## src/rtl/i2s_writer.sv

```systemverilog
// i2s_writer: serialises 24-bit samples from the I2S memory controller onto
// an I2S bus (SCLK, LRCLK, SDATA). One-sample look-ahead buffer is refilled
// over a four-phase request/ack handshake; underrun and channel-resync
// events are reported as sticky flags.
module i2s_writer (
  input  logic        rst,
  input  logic        clk,
  input  logic        enable,
  input  logic [7:0]  clock_divisor,
  input  logic        clear_status,
  output logic        audio_data_request,
  input  logic        audio_data_ack,
  input  logic [23:0] audio_data,
  input  logic        audio_lr_bit,
  output logic        i2s_sclk,
  output logic        i2s_lrclk,
  output logic        i2s_data,
  output logic        underrun,
  output logic        resync
);

  // SCLK divider state
  logic [7:0]  div_cnt;
  logic [7:0]  div_lim;
  logic        div_run;
  logic [7:0]  eff_lim;
  logic        div_wrap;
  logic        fall_tick;

  // slot / bit position state
  logic [5:0]  bit_cnt;
  logic [5:0]  bit_next;
  logic [31:0] shreg;

  // look-ahead buffer
  logic [23:0] buf_data;
  logic        buf_lr;
  logic        buf_valid;

  // slot-start decisions
  logic        load_slot;
  logic        buf_match;
  logic        consume;
  logic        set_underrun;
  logic        set_resync;
  logic        ack_take;

  // Decode divider wrap, falling SCLK toggles and what a slot start does
  // with the buffered sample.
  always_comb begin
    // The divisor is sampled at every wrap; before the first wrap after
    // enable rises the live input is used so the first edge lands
    // clock_divisor+1 cycles after enable.
    eff_lim      = div_run ? div_lim : clock_divisor;
    div_wrap     = enable && (div_cnt == eff_lim);
    fall_tick    = div_wrap && i2s_sclk;
    bit_next     = bit_cnt + 6'd1;
    load_slot    = fall_tick && (bit_next[4:0] == 5'd1);
    buf_match    = buf_valid && (buf_lr == bit_next[5]);
    consume      = load_slot && buf_match;
    set_underrun = load_slot && !buf_valid;
    set_resync   = load_slot && buf_valid && !buf_match;
    ack_take     = enable && audio_data_request && audio_data_ack;
  end

  // Bit-clock divider: toggles i2s_sclk every clock_divisor+1 cycles.
  always_ff @(posedge clk or posedge rst) begin
    if (rst) begin
      div_cnt  <= '0;
      div_lim  <= '0;
      div_run  <= 1'b0;
      i2s_sclk <= 1'b0;
    end else if (!enable) begin
      div_cnt  <= '0;
      div_lim  <= clock_divisor;
      div_run  <= 1'b0;
      i2s_sclk <= 1'b0;
    end else begin
      div_run <= 1'b1;
      if (div_wrap || !div_run) begin
        div_lim <= clock_divisor;
      end
      if (div_wrap) begin
        div_cnt  <= '0;
        i2s_sclk <= ~i2s_sclk;
      end else begin
        div_cnt <= div_cnt + 8'd1;
      end
    end
  end

  // Bit counter, word select and output shift register, all updated on the
  // falling SCLK toggle; the load at b%32==1 gives the one-bit MSB delay.
  always_ff @(posedge clk or posedge rst) begin
    if (rst) begin
      bit_cnt   <= 6'd63;
      i2s_lrclk <= 1'b0;
      shreg     <= '0;
    end else if (!enable) begin
      bit_cnt   <= 6'd63;
      i2s_lrclk <= 1'b0;
      shreg     <= '0;
    end else if (fall_tick) begin
      bit_cnt   <= bit_next;
      i2s_lrclk <= bit_next[5];
      if (load_slot) begin
        shreg <= consume ? {buf_data, 8'h00} : '0;
      end else begin
        shreg <= {shreg[30:0], 1'b0};
      end
    end
  end

  // The serial data line is the top bit of the shift register, so it is
  // zero whenever the register is cleared.
  always_comb begin
    i2s_data = shreg[31];
  end

  // Look-ahead buffer and four-phase request/ack handshake.
  always_ff @(posedge clk or posedge rst) begin
    if (rst) begin
      buf_data           <= '0;
      buf_lr             <= 1'b0;
      buf_valid          <= 1'b0;
      audio_data_request <= 1'b0;
    end else if (!enable) begin
      buf_data           <= '0;
      buf_lr             <= 1'b0;
      buf_valid          <= 1'b0;
      audio_data_request <= 1'b0;
    end else if (ack_take) begin
      // A request is only outstanding with an empty buffer, so a load in
      // this same cycle has already seen valid=0 and cannot consume.
      buf_data           <= audio_data;
      buf_lr             <= audio_lr_bit;
      buf_valid          <= 1'b1;
      audio_data_request <= 1'b0;
    end else begin
      if (consume) begin
        buf_valid <= 1'b0;
      end
      if (!audio_data_request) begin
        audio_data_request <= !buf_valid && !audio_data_ack;
      end
    end
  end

  // Sticky status flags; a new event wins over clear_status.
  always_ff @(posedge clk or posedge rst) begin
    if (rst) begin
      underrun <= 1'b0;
      resync   <= 1'b0;
    end else begin
      underrun <= set_underrun || (underrun && !clear_status);
      resync   <= set_resync   || (resync   && !clear_status);
    end
  end

endmodule

```

## config.mk

```make
export PLATFORM = sky130hd
export DESIGN_NAME = i2s_writer
export DESIGN_NICKNAME = d
export VERILOG_FILES = /design/src/rtl/i2s_writer.sv
export SDC_FILE = /design/constraint.sdc
export NUM_CORES = 1
export LEC_CHECK = 0
export ABC_AREA = 1
export BUFFER_PORTS_ARGS = -buffer_cell sky130_fd_sc_hd__buf_2
export CORE_MARGIN = 4
export CORE_UTILIZATION = 40
export CTS_CLUSTER_DIAMETER = 150
export DETAILED_ROUTE_END_ITERATION = 8
export PLACE_DENSITY_LB_ADDON = 0.15
export SKIP_LAST_GASP = 1
export SYNTH_ARGS = -nofsm -noshare
export SYNTH_HDL_FRONTEND = slang
export SYNTH_SLANG_ARGS = --single-unit
```

## constraint.sdc

```tcl
create_clock -name clk -period 4.4 [get_ports clk]
set_input_delay 0.44 -clock clk [delete_from_list [all_inputs] [get_ports clk]]
set_output_delay 0.44 -clock clk [all_outputs]
set_load 0.02 [all_outputs]
```

-- Yosys cells after proc, flatten, opt, wreduce, memory -nomap -nowiden
Index checks and enable logic that the tools add are counted.
- output and inout port bits: 6
- word-level logic and storage cells: 71
- register bits: 86
- bits of input ports: 38
- bitwise gates (word level): 1
- eq/ne operators: 8
- reductions and logical operators: 21
- muxes and demuxes: 26
- add/subtract/negate cells: 2
- operators by type and width (cell ; count):
    $mux W32 ; 4
    $mux W24 ; 2
    $mux W8 ; 5
    $logic_and A1 B1 Y1 ; 13
    $mux W1 ; 13
    $mux W6 ; 2
    $add A8 B1 Y8 const B ; 1
    $eq A8 B8 Y1 ; 1
    $ne A2 B1 Y1 const B ; 4
    $add A6 B1 Y6 const B ; 1
    $eq A5 B1 Y1 const B ; 1
    $logic_not A1 Y1 ; 5
    $logic_or A1 B1 Y1 ; 3
    $ne A3 B1 Y1 const B ; 1
    $eq A1 B1 Y1 ; 1
    $not A1 Y1 ; 1

-- Logic depth before layout (Yosys ltp)
- depth in word-level cells: 10
- depth in mapped cells: 15
- gate-level depth less buffers: 14

-- Least setup slack after synthesis
No wires, ideal clock.
- path kind: flip-flop to flip-flop
- start: reg bit_cnt[0]
- end: reg shreg[12]
- cell stages (with the launch flop): 12
- path buffers: 2
- required time: 4.335 ns
- clock period less this slack: 1.890 ns
- setup time: 0.065 ns
- data arrival time: 1.825 ns
- slack: 2.510 ns
- path through: dfstp_2 -> ha_1 -> nand3_1 -> xor2_1 -> inv_1 -> nand4_1 -> buf_2 -> clkbuf_1 -> nand2_1 -> nand2_1 -> nand2_1 -> nand2_1
- cells in the longest elaborated chain, start to end: 8
- elaborated cells on any way between the ends: 10
- classes of those cells: add/sub: 1; eq/ne: 2; mux: 4; reduce/logical: 3
- ends and longest elaborated chain (element ; line ; source):
    from (decl) ; 31 ; logic [5:0] bit_cnt;
    from (signal assigned) ; 104 ; bit_cnt <= bit_next;
    $add A6 B1 Y6 (*) ; 57 ; bit_next = bit_cnt + 6'd1;
    $eq A5 B1 Y1 / $eq A1 B1 Y1 (equally long branches) ; 58, 59 ;
    $logic_and A1 B1 Y1, on equally long branches ; 58, 59 ;
    $logic_and A1 B1 Y1 ; 60 ; consume = load_slot && buf_match;
    $mux W32 ; 107 ; shreg <= consume ? {buf_data, 8'h00} : '0;
    $mux W32 (*) ; 106 ; if (load_slot) begin
    $mux W32 (*) ; 103 ; end else if (fall_tick) begin
    $mux W32 (*) ; 99 ; end else if (!enable) begin
    to (signal assigned) ; 107 ;
    to (signal assigned) ; 109 ; shreg <= {shreg[30:0], 1'b0};
    to (decl) ; 33 ; logic [31:0] shreg;
Mark *: on every way between the ends. The rest lies on a longest branch, timed or not. The select of a mux whose other input is x is not followed.
A chain may end at the register's enable or synchronous reset.

-- Worst setup path in the final report
- start: reg bit_cnt[0]
- end: reg shreg[18]
The elaborated chain is that of the path after synthesis.

==> flow_results.org <==
** Clock network
- The clock drives 78 sinks.
- Cell at the root of the clock tree :: sky130_fd_sc_hd__clkbuf_8
- Count of buffers added by post-CTS timing repair for setup :: 0
- CTS clock-pin slew for the worst setup and hold paths :: 80 ps
- Clock buffer depth :: 2
- Gates resized during post-CTS repair numbered 0.
- TritonCTS built the clock tree.
- Number of buffers inserted for hold repair after clock tree synthesis :: 0
- Worst skew pair latency :: 350 ps
- Buffers inserted during clock tree synthesis total 9.
- The clock tree synthesis step divided the H-tree into 3 levels.

** Yosys
- Yosys top cell area share :: 47.3%
- Synthesized area per cell :: 7.65 sq um
- Synthesis produced a netlist whose cell count is 498.
- The synthesized netlist contains 28 unique library cells.
- Syn_nets :: 539
- By area the synthesized netlist is led by sky130_fd_sc_hd__dfrtp_1, sky130_fd_sc_hd__nand2_1, sky130_fd_sc_hd__nand3_1.
- Synthesis Warnings :: 0
- Most frequently used flop master after synthesis :: sky130_fd_sc_hd__dfrtp_1
- In the synthesized netlist the async set-or-reset flop fraction comes to 100%.
- Post-Syn Area :: 0.00381 sq mm
- The synthesized design spends more area on one cell type than any other, namely sky130_fd_sc_hd__dfrtp_1.
- Top-count cell post-synth :: sky130_fd_sc_hd__nand2_1
- Sequential cells were found to cover 51.5% of the synthesized design area.
- EDFF count, synth :: 0
- Commonest cells in the netlist :: sky130_fd_sc_hd__nand2_1, sky130_fd_sc_hd__dfrtp_1, sky130_fd_sc_hd__nand3_1
- Synthesis inferred 78 register bits.

** STA
- The number of max-slew violations in the final report is 0.
- Setup violations remaining at the end of the flow were counted as 0.
- Setup total negative slack on the finished layout was measured at 0 ps.
- Worst setup skew after layout :: 9.18 ps
- Headroom to the max-slew limit came out at 32.0%.
- Tcrit/Tclk final :: 63.8%
- Based on the critical path, the design can be clocked at up to 0.356 GHz.
- RSZ-0062 raised after global routing :: no
- Worst-margin pin slew :: 1020 ps
- Worst hold slack :: 270 ps
- The count of endpoints failing hold in the final timing report was 0.
- Counting I/O delays and the setup requirement, the final critical path takes 2810 ps.

** Worst setup path
- The worst setup path is captured at a flop.
- Worst setup SP type :: flop
- Largest fanout of any net on the critical path :: 25
- Endpoint of the lowest-slack register-to-register path :: shreg[18]$_DFFE_PP0P_
- R2R setup slack :: 1590 ps
- STA puts the critical path data required time at 4690 ps.
- Data arrival time of the critical path :: 3090 ps
- Origin of the critical flop-to-flop path :: bit_cnt[0]$_DFFE_PP1P_
- Worst r2r path cells :: 11
- The critical path in this run is classified as reg2reg.

** Outcome
- The flow ran to the end, and the final reports show no timing, DRC or antenna violations.

** Floorplan
- Initial Utilization :: 41.2%
- Row generation in the floorplan step produced 35 rows.
- The floorplan step set the die height to 106 microns.
- The floorplan step defined a die boundary enclosing 0.0111 sq mm.
- Boundary Pins :: 44
- Measured along the x axis, the die boundary spans 106 microns.
- The core region is 0.00924 sq mm.

** Power
- Worst IR Drop VDD :: 0.170 mV
- Leakage power total :: 2.44 nW
- For this design the ratio of total power to cell area is 371 mW/mm^2.

** Final layout
- Final cell utilization of the core :: 47.1%
- Summing all non-filler instances in the final layout gives an area of 0.00435 sq mm.
- Filler cell count :: 924
- The final layout contains 575 nets.
- Area growth syn-to-layout :: 14.3%
- Cells with a size suffix above 1 make up 13.9% of the layout.
- Number of diodes added for antenna fixing :: 0

** Global routing
- Maximum number of pins on one net before global-route repair :: 49
- After global routing the overflow that remains totals 0.
- Number of antenna violations at the first check in global routing :: 0
- Tot GR Track Use :: 16.6%
- Number of global-route vias before repair :: 3089
- The first global-routing pass estimated 14800 microns of wire.

** Routing
- In this run the remaining antenna-violating nets after routing total 0.
- For this block, the routed nets add up to 8560 microns of wire.
- For this run, the detailed router's first-pass iteration total came to 4.
- Dividing the detail-routed wire length by the instance count gives 12.8 microns.
- The detailed router finished its first iteration with 164 violations.
- Remaining DRCs :: 0
- In the routed layout, each cell is associated on average with a via count of 4.70.
- The detailed router placed 3138 vias in this run.

** Placed design
- Placement-stage cell area :: 0.00409 sq mm
- Count of input and output buffers :: 43
- Sum of net half-perimeters after detailed placement :: 5610 microns
- The congestion estimate from routability-driven global placement came to 0.759.

** Worst hold path
- Worst hold path startpoint :: audio_data_ack
- Worst min path class :: in2reg
- For hold timing, the worst endpoint is audio_data_request$_DFF_PP0_.
- Cell depth of the worst hold path :: 2

** Job
- The tool flagged a number of max-cap violations equal to 0.
registers in the layout, indices dropped and copies added, names as in the netlist:
register / flops
bit_cnt: 6
i2s_lrclk: 1
audio_data_request: 1
div_lim: 8
resync: 1
underrun: 1
i2s_sclk: 1
shreg: 24
buf_valid: 1
div_cnt: 8
div_run: 1
buf_lr: 1
buf_data: 24
final cells by class:
class                   instances  area (sq um)  share of cell area, %
inverters                      38           143                   3.28
well taps                     129           161                   3.71
repair buffers                 47           245                   5.63
clock buffers                  13           169                   3.88
clock inverters                 3          90.1                   2.07
multi-input cells             360          1590                   36.4
flip-flops and latches         78          1960                   45.0
routing by layer:
layer / share of wire (%) / up-vias / track usage [%]
met5: 0 / - / 0
met4: 0.64 / 0 / 3.98
met3: 3.9 / 6 / 5.14
met2: 46 / 54 / 26.0
met1: 50 / 1455 / 22.6
li1: - / 1623 / -
kinds of logic (layout without fill, tap and decap cells):
logic type                 count (synthesis)  after routing  synth area share, %
adders and majority gates                  3              3                0.986
AOI/OAI and AO/OA                         26             26                 3.75
xor gates and xnor gates                   7              7                 1.61
and+or+nand+nor                          324            324                 35.3
buffers and inverters                     60            101                 6.90
DFF                                       78             78                 51.5
worst max-delay path, cell delays in order (launching register included):
cell and delay, ps:
sky130_fd_sc_hd__dfstp_2 570, sky130_fd_sc_hd__ha_1 190, sky130_fd_sc_hd__nand3_1 100, sky130_fd_sc_hd__xor2_1 150
sky130_fd_sc_hd__inv_1 70, sky130_fd_sc_hd__nand4_1 430, sky130_fd_sc_hd__buf_4 370, sky130_fd_sc_hd__nor2_4 480
sky130_fd_sc_hd__nand3_1 150, sky130_fd_sc_hd__nand2_1 100, sky130_fd_sc_hd__nand2_1 50, sky130_fd_sc_hd__nand2_1 90
stage by stage:
stage               instances  worst slack [ps]  total power [mW]
global placement          652              1690             0.942
floorplan                 498              1970             0.891
CTS                       668              1560              1.64
finish                    668              1590              1.61
detailed placement        652              1590             0.944
global route              668              1340              1.69
worst max-delay path by stage:
| stage | endpoint | slack (ps) | depth (start not counted) | startpoint |
|---|---|---|---|---|
| 2_1_floorplan | audio_data_request$_DFF_PP0_ | 1970 | 1 | rst |
| 3_3_place_gp | shreg[9]$_DFFE_PP0P_ | 1690 | 11 | bit_cnt[0]$_DFFE_PP1P_ |
| 3_5_place_dp | shreg[16]$_DFFE_PP0P_ | 1590 | 11 | bit_cnt[0]$_DFFE_PP1P_ |
| 4_1_cts | shreg[16]$_DFFE_PP0P_ | 1560 | 11 | bit_cnt[0]$_DFFE_PP1P_ |
| 5_1_grt | shreg[21]$_DFFE_PP0P_ | 1340 | 11 | bit_cnt[0]$_DFFE_PP1P_ |
| 6_report | shreg[18]$_DFFE_PP0P_ | 1590 | 11 | bit_cnt[0]$_DFFE_PP1P_ |
power breakdown:
part,internal (mW),switching [mW]
Combinational,0.0503,0.0954
Clock,0.424,0.261
Sequential,0.752,0.0290
placed cells by master, fill, tap and decap left out, types with 2 or more instances in the layout:
cell / n
sky130_fd_sc_hd__a21oi_1: 3
sky130_fd_sc_hd__nor2_1: 13
sky130_fd_sc_hd__nor2_2: 2
sky130_fd_sc_hd__o21ai_0: 16
sky130_fd_sc_hd__ha_1: 3
sky130_fd_sc_hd__xor2_1: 5
sky130_fd_sc_hd__nor3_1: 3
sky130_fd_sc_hd__dfrtp_1: 72
sky130_fd_sc_hd__inv_1: 35
sky130_fd_sc_hd__nand3_1: 62
sky130_fd_sc_hd__o22ai_1: 2
sky130_fd_sc_hd__nand2_1: 237
sky130_fd_sc_hd__buf_2: 43
sky130_fd_sc_hd__o211ai_1: 2
sky130_fd_sc_hd__bufinv_16: 3
sky130_fd_sc_hd__dfstp_2: 6
sky130_fd_sc_hd__buf_4: 4
sky130_fd_sc_hd__clkbuf_8: 12
sky130_fd_sc_hd__nand4_1: 2
sky130_fd_sc_hd__inv_2: 3
sky130_fd_sc_hd__nand3b_1: 2
sky130_fd_sc_hd__xnor2_1: 2
(Power assumes the default switching activity.)
